[src/rtl/cic_pkg.sv]
// Shared definitions for the CIC sequencer slice.
//   cic_state_t : sequencer states (IDLE, RST, WARMUP, RUN, STOP)
//   CH_LEFT / CH_RIGHT : channel tag values carried with each CIC sample
//   COMB_W / DEC_W : widths of the CIC comb and decimation settings
//   cnt_w() : width of a counter that must hold values 0..max
package cic_pkg;

    typedef enum logic [2:0] {
        IDLE,
        RST,
        WARMUP,
        RUN,
        STOP
    } cic_state_t;

    localparam logic CH_LEFT  = 1'b0;
    localparam logic CH_RIGHT = 1'b1;

    localparam int unsigned COMB_W = 5;
    localparam int unsigned DEC_W  = 8;

    // Always at least one bit, so a maximum of 0 or 1 still yields a legal vector.
    function automatic int unsigned cnt_w(input int unsigned max_val);
        int unsigned w;
        w = 1;
        while ((max_val >> w) != 0) begin
            w = w + 1;
        end
        return w;
    endfunction

endpackage : cic_pkg

[src/rtl/cic_pair_reg.sv]
// Single-entry valid/ready output register for stereo pairs.
//   clk, rst      : clock and synchronous active-high reset
//   load          : a completed pair is offered this cycle
//   load_left/right : the pair data offered with load
//   pair_ready    : consumer accepts the held pair this cycle
//   overflow_clr  : clears the sticky overflow flag
//   pair_valid, pair_left, pair_right : the held pair
//   overflow      : sticky, set when an offered pair could not be stored
module cic_pair_reg
    import cic_pkg::*;
#(
    parameter int unsigned DATA_W = 32
) (
    input  logic              clk,
    input  logic              rst,
    input  logic              load,
    input  logic [DATA_W-1:0] load_left,
    input  logic [DATA_W-1:0] load_right,
    input  logic              pair_ready,
    input  logic              overflow_clr,
    output logic              pair_valid,
    output logic [DATA_W-1:0] pair_left,
    output logic [DATA_W-1:0] pair_right,
    output logic              overflow
);

    logic slot_free;
    logic drop;

    // The slot can take a new pair when empty, or when the held pair leaves
    // in the same cycle (no bubble between back-to-back pairs).
    assign slot_free = !pair_valid || pair_ready;
    assign drop      = load && !slot_free;

    always_ff @(posedge clk) begin
        if (rst) begin
            pair_valid <= 1'b0;
            pair_left  <= '0;
            pair_right <= '0;
            overflow   <= 1'b0;
        end else begin
            if (load && slot_free) begin
                pair_valid <= 1'b1;
                pair_left  <= load_left;
                pair_right <= load_right;
            end else if (pair_valid && pair_ready) begin
                pair_valid <= 1'b0;
            end

            // A drop in the same cycle as a clear request leaves the flag set.
            if (drop) begin
                overflow <= 1'b1;
            end else if (overflow_clr) begin
                overflow <= 1'b0;
            end
        end
    end

endmodule : cic_pair_reg

[src/rtl/cic_ctrl.sv]
// Sequencer and output packer for one CIC decimator fed by a stereo PDM mic.
//   clk, rst        : clock and synchronous active-high reset
//   cfg_wr, cfg_comb_num, cfg_dec_num : shadow configuration write
//   cfg_rejected    : one-cycle pulse when cfg_wr arrives outside IDLE
//   start, stop     : acquisition control pulses
//   busy            : high in every state except IDLE
//   cic_rst, cic_comb_num, cic_dec_num : registered controls to the CIC
//   cic_data_out, cic_data_out_valid, cic_channel : interleaved CIC samples
//   pair_left, pair_right, pair_valid, pair_ready : stereo pair handshake
//   overflow, overflow_clr : sticky dropped-pair flag and its clear
module cic_ctrl
    import cic_pkg::*;
#(
    parameter int unsigned        DATA_W       = 32,
    parameter int unsigned        RST_CYCLES   = 4,
    parameter int unsigned        WARMUP_PAIRS = 4,
    parameter logic [COMB_W-1:0]  DEF_COMB     = 5'd31,
    parameter logic [DEC_W-1:0]   DEF_DEC      = 8'd8
) (
    input  logic              clk,
    input  logic              rst,
    input  logic              cfg_wr,
    input  logic [COMB_W-1:0] cfg_comb_num,
    input  logic [DEC_W-1:0]  cfg_dec_num,
    output logic              cfg_rejected,
    input  logic              start,
    input  logic              stop,
    output logic              busy,
    output logic              cic_rst,
    output logic [COMB_W-1:0] cic_comb_num,
    output logic [DEC_W-1:0]  cic_dec_num,
    input  logic [DATA_W-1:0] cic_data_out,
    input  logic              cic_data_out_valid,
    input  logic              cic_channel,
    output logic [DATA_W-1:0] pair_left,
    output logic [DATA_W-1:0] pair_right,
    output logic              pair_valid,
    input  logic              pair_ready,
    output logic              overflow,
    input  logic              overflow_clr
);

    localparam int unsigned RC_W = cnt_w(RST_CYCLES);
    localparam int unsigned WC_W = cnt_w(WARMUP_PAIRS);

    localparam logic [RC_W-1:0] RST_LAST  = RC_W'(RST_CYCLES - 1);
    localparam logic [WC_W-1:0] WARM_LAST = WC_W'(WARMUP_PAIRS - 1);

    cic_state_t        state;
    logic [COMB_W-1:0] comb_shadow;
    logic [DEC_W-1:0]  dec_shadow;
    logic [RC_W-1:0]   rst_cnt;
    logic [WC_W-1:0]   warm_cnt;
    logic [DATA_W-1:0] left_hold;
    logic              hold;

    logic is_left;
    logic is_right;
    logic capturing;
    logic pair_load;

    assign is_left   = cic_data_out_valid && (cic_channel == CH_LEFT);
    assign is_right  = cic_data_out_valid && (cic_channel == CH_RIGHT);
    assign capturing = (state == RUN) || (state == STOP);
    // Pair completion is decoded combinationally so the output register
    // loads on the same edge that sees the right strobe.
    assign pair_load = capturing && is_right && hold;

    always_ff @(posedge clk) begin
        if (rst) begin
            state        <= IDLE;
            cic_rst      <= 1'b1;
            busy         <= 1'b0;
            cfg_rejected <= 1'b0;
            comb_shadow  <= DEF_COMB;
            dec_shadow   <= DEF_DEC;
            cic_comb_num <= DEF_COMB;
            cic_dec_num  <= DEF_DEC;
            rst_cnt      <= '0;
            warm_cnt     <= '0;
            left_hold    <= '0;
            hold         <= 1'b0;
        end else begin
            cfg_rejected <= cfg_wr && (state != IDLE);

            case (state)
                IDLE: begin
                    if (cfg_wr) begin
                        comb_shadow <= cfg_comb_num;
                        dec_shadow  <= cfg_dec_num;
                    end
                    if (start && !stop) begin
                        state        <= RST;
                        busy         <= 1'b1;
                        cic_rst      <= 1'b1;
                        cic_comb_num <= cfg_wr ? cfg_comb_num : comb_shadow;
                        cic_dec_num  <= cfg_wr ? cfg_dec_num  : dec_shadow;
                        rst_cnt      <= '0;
                        warm_cnt     <= '0;
                        hold         <= 1'b0;
                    end
                end

                RST: begin
                    if (stop) begin
                        state   <= IDLE;
                        busy    <= 1'b0;
                        cic_rst <= 1'b1;
                    end else if (rst_cnt == RST_LAST) begin
                        state   <= WARMUP;
                        cic_rst <= 1'b0;
                    end else begin
                        rst_cnt <= rst_cnt + 1'b1;
                    end
                end

                WARMUP: begin
                    if (stop) begin
                        state    <= IDLE;
                        busy     <= 1'b0;
                        cic_rst  <= 1'b1;
                        warm_cnt <= '0;
                    end else if (is_right) begin
                        if (warm_cnt == WARM_LAST) begin
                            state <= RUN;
                            hold  <= 1'b0;
                        end else begin
                            warm_cnt <= warm_cnt + 1'b1;
                        end
                    end
                end

                RUN, STOP: begin
                    if (is_left) begin
                        left_hold <= cic_data_out;
                        hold      <= 1'b1;
                    end else if (is_right) begin
                        hold <= 1'b0;
                    end

                    if (state == RUN) begin
                        if (stop) begin
                            state <= STOP;
                        end
                    end else if (!hold || is_right) begin
                        // Either nothing is half-built, or this strobe finishes it.
                        state   <= IDLE;
                        busy    <= 1'b0;
                        cic_rst <= 1'b1;
                    end
                end

                default: begin
                    state   <= IDLE;
                    busy    <= 1'b0;
                    cic_rst <= 1'b1;
                    hold    <= 1'b0;
                end
            endcase
        end
    end

    cic_pair_reg #(
        .DATA_W (DATA_W)
    ) u_pair_reg (
        .clk          (clk),
        .rst          (rst),
        .load         (pair_load),
        .load_left    (left_hold),
        .load_right   (cic_data_out),
        .pair_ready   (pair_ready),
        .overflow_clr (overflow_clr),
        .pair_valid   (pair_valid),
        .pair_left    (pair_left),
        .pair_right   (pair_right),
        .overflow     (overflow)
    );

endmodule : cic_ctrl
[config.mk]
export PLATFORM = sky130hd
export DESIGN_NAME = cic_ctrl
export DESIGN_NICKNAME = d
export VERILOG_FILES = /design/src/rtl/cic_pkg.sv /design/src/rtl/cic_pair_reg.sv /design/src/rtl/cic_ctrl.sv
export SDC_FILE = /design/constraint.sdc
export NUM_CORES = 1
export LEC_CHECK = 0
export ABC_AREA = 1
export ABC_CLOCK_PERIOD_IN_PS = 1400
export CAP_MARGIN = 20
export CORE_ASPECT_RATIO = 2
export CORE_MARGIN = 2
export CORE_UTILIZATION = 44
export DETAILED_ROUTE_END_ITERATION = 10
export GPL_TIMING_DRIVEN = 1
export PLACE_DENSITY_LB_ADDON = 0.2
export SETUP_SLACK_MARGIN = 0.05
export SLEW_MARGIN = 15
export SYNTH_ARGS = -nofsm -noshare
export SYNTH_HDL_FRONTEND = slang
export SYNTH_SLANG_ARGS = --single-unit
[constraint.sdc]
create_clock -name clk -period 1.4 [get_ports clk]
set_clock_uncertainty 0.1 [all_clocks]
set_input_delay 0.35 -clock clk [delete_from_list [all_inputs] [get_ports clk]]
set_output_delay 0.35 -clock clk [all_outputs]
set_load 0.05 [all_outputs]
==> flow_metrics.tcl <==
set metrics [dict create \
    num_vias 5602 \
    start_kind "flop" \
    firstDrtPassIters 7 \
    crit_chain "ha_2 -> ha_2 -> nor2_2 -> nand3_2 -> nand2_2 -> inv_2 -> nand3_2 -> nand2_1 -> inv_1 -> nor2_1" \
    ys_seq_area_share_pct 51.0 \
    die_area_um2 13200 \
    relSlewSlack_pct 80.0 \
    grt_pass1_wl_um 26200 \
    place_inst 991 \
    cts_root_buf "clkbuf_16" \
    holdCritPathClass "primary input to flop" \
    die_x_um 82.2 \
    met3WireLength_um 928 \
    cp.required_ns 1.62 \
    synth_fp_nets 765 \
    switchingPower_mw 4.71 \
    slew_viol_final 0 \
    drc 0 \
    drt-initial-drc-count 319 \
    ys_ff_latch 137 \
    netlist_instances 707 \
    die_h_um 160 \
    finalHoldViolCount 0 \
    crit_fanout 4 \
    drtAntennaViolNets 0 \
    p_clk_share_pct 33.1 \
    start_util_pct 44.6 \
    wl_met2_um 9990 \
    p_per_area_nw_per_um2 1480 \
    finalCriticalPeriod_ns 1.58 \
    worst-setup-path-type "flop to flop" \
    routed.top_layer "met4" \
    p_leak_nw 3.69 \
    grt_pass1_vias 5673 \
    gp_congestion 0.830 \
    syn_area_um2 5380 \
    yosysWarningCount 0 \
    grt_max_degree 55 \
    pwr-share-comb_pct 33.0 \
    nNetsFinal 948 \
    syn2layout_area_growth_pct 75.4 \
    cts_buffer_depth 2 \
    fillers 743 \
    critPathArrivalTime_ns 1.80 \
    setup_viol 127 \
    period_share_pct 113 \
    cts_made_buffers 17 \
    num_rows 57 \
    rsz0062_at_grt "true" \
    clock-sinks 137 \
    antenna_found_initial 0 \
    tightestPinTransition_ns 0.298 \
    wl_um 17700 \
    dp_hpwl_um 10600 \
    synth_cell_types 23 \
    n_antenna_cell 0 \
    violations "setup timing" \
    drive_gt1_share_pct 41.1 \
    ios 136 \
    track_usage_pct 25.8 \
    path_buf_inv 2 \
    cts.clk_slew.worst_paths_ns 0.06 \
    cpPeakStageDelay_ns 0.32 \
    ir_drop_mv 1.58 \
    end_kind "flop" \
    status "finished, violations left" \
    gr-total-overflow 0 \
    setup_ws_ns -0.182 \
    p_int_mw 9.26 \
    cp_top_family "simple AND/OR/NAND/NOR gates" \
    r2r_slack_ns -0.18 \
    switching_share_pct 33.7 \
    max-cap-violations 0 \
    layout.cells.non_filler 1050 \
    fmax_mhz 632 \
    seq_power_share_pct 33.9 \
    drt-met1-wl_um 6040 \
    core_um2 12100 \
    critPathSlowestCell "dfxtp_1" \
    port_buffers 135 \
    syn_avg_cell_area_um2 7.60 \
    clkLatencyLatePin_ns 0.42 \
    wl_per_cell_um 16.9 \
    via_per_inst 5.34 \
    holdWs_ns 0.297 \
    cts_tree "built" \
    cts-htree-levels 4 \
]
[worst reg2reg max path: cells and delay by family, from the launching register on]
family,cells,cell delay (ns)
buf+inv,2,0.11
flops,1,0.32
simple gates,6,0.61
fa+ha+maj,2,0.36
[area by class of cell]
type,instances,area [um^2],area share [%]
multi-input combinational,429,2390,25.4
sequential,137,2890,30.6
tap,147,184,1.95
clock buffer,19,443,4.70
clock inverter,13,171,1.82
inverter,98,375,3.98
timing repair buffer,207,2980,31.6
[cell usage in the layout, fill, tap and decap left out, types with 13 or more instances in the layout]
master	count
nor2_1	25
nand2_1	106
a21oi_1	87
clkbuf_16	21
a21oi_2	33
buf_12	89
clkdlybuf4s50_1	51
o21ai_1	42
dfxtp_1	49
nand3_1	46
o21ai_0	27
dfxtp_4	13
dfxtp_2	75
o21ai_2	22
inv_1	91
buf_4	49
[Yosys cell counts]
cell / n / area [um^2]
o21ai_0: 68 / 340
nand4_1: 1 / 6.26
nand2_4: 1 / 11.3
a21oi_1: 121 / 606
nand2_1: 113 / 424
nor3_1: 1 / 5.00
nor2_1: 37 / 139
o21ai_1: 23 / 115
dfxtp_1: 137 / 2740
inv_1: 96 / 360
nand2_2: 3 / 18.8
ha_1: 4 / 50.1
o21a_1: 2 / 15.0
nand3_1: 48 / 240
clkbuf_1: 22 / 82.6
buf_2: 13 / 65.1
nor2_4: 2 / 22.5
o211ai_1: 2 / 15.0
buf_6: 6 / 67.6
buf_4: 2 / 15.0
or2_2: 1 / 6.26
nand3_2: 2 / 20.0
inv_2: 2 / 7.51
[layer usage]
layer	up-vias	track usage [%]
met5	-	0
met4	0	13.0
met3	62	6.40
met2	235	48.2
met1	2648	24.6
li1	2657	-
[power groups by stage]
stage	sequential (mW)	clock, mW	combinational, mW
2_1_floorplan	4.93	0	2.04
3_3_place_gp	4.70	0	3.72
3_5_place_dp	4.73	0	3.86
4_1_cts	4.69	4.66	4.10
5_1_grt	4.77	4.85	5.01
6_report	4.73	4.62	4.61
[flip-flops by register name, indices dropped and copies added (netlist names), 3 cells and up]
signal / flops
state: 3
warm_cnt: 3
comb_shadow: 5
rst_cnt: 3
cic_dec_num: 8
left_hold: 32
u_pair_reg.pair_right: 32
u_pair_reg.pair_left: 32
cic_comb_num: 5
dec_shadow: 8
[per-stage QoR]
stage               util (%)  cell area, um^2  power (mW)  setup WS [ns]  TNS [ns]
CTS                     74.3             8950        13.4         -0.152     -6.69
detailed placement      66.1             7960        8.58         -0.655    -69.77
floorplan                  -             5440        6.97        -0.0447     -2.13
global placement        66.1             7960        8.42         -0.591    -65.71
finish                  78.2             9430        14.0         -0.182    -11.12
global route            78.2             9430        14.6         -0.256    -22.28
[cells by family after synthesis]
logic type	synth area share [%]
and+or+nand+nor	16.6
buffers and inverters	11.1
adders and majority gates	0.931
AOI/OAI and AO/OA	20.3
DFF	51.0
[final timing paths]
kind	startpoint	to	cells after the start
worst max-delay path	rst_cnt[1]$_SDFFE_PP0P_	state[1]$_SDFFE_PP0P_	10
worst min-delay path	rst	comb_shadow[0]$_SDFFE_PP1P_	4
worst max register to register	rst_cnt[1]$_SDFFE_PP0P_	state[1]$_SDFFE_PP0P_	10
worst min register to register	dec_shadow[1]$_SDFFE_PP0P_	dec_shadow[1]$_SDFFE_PP0P_	2
[what timing repair did]
item | in CTS | in global routing
pin swaps | 5 | 18
cloned | 3 | 5
hold buffers | 0 | 0
setup endpoints to repair | 205 | 218
gates resized for setup | 113 | 109
buffers inserted | 14 | 7
No activity file was read; power rests on OpenSTA's default activity.
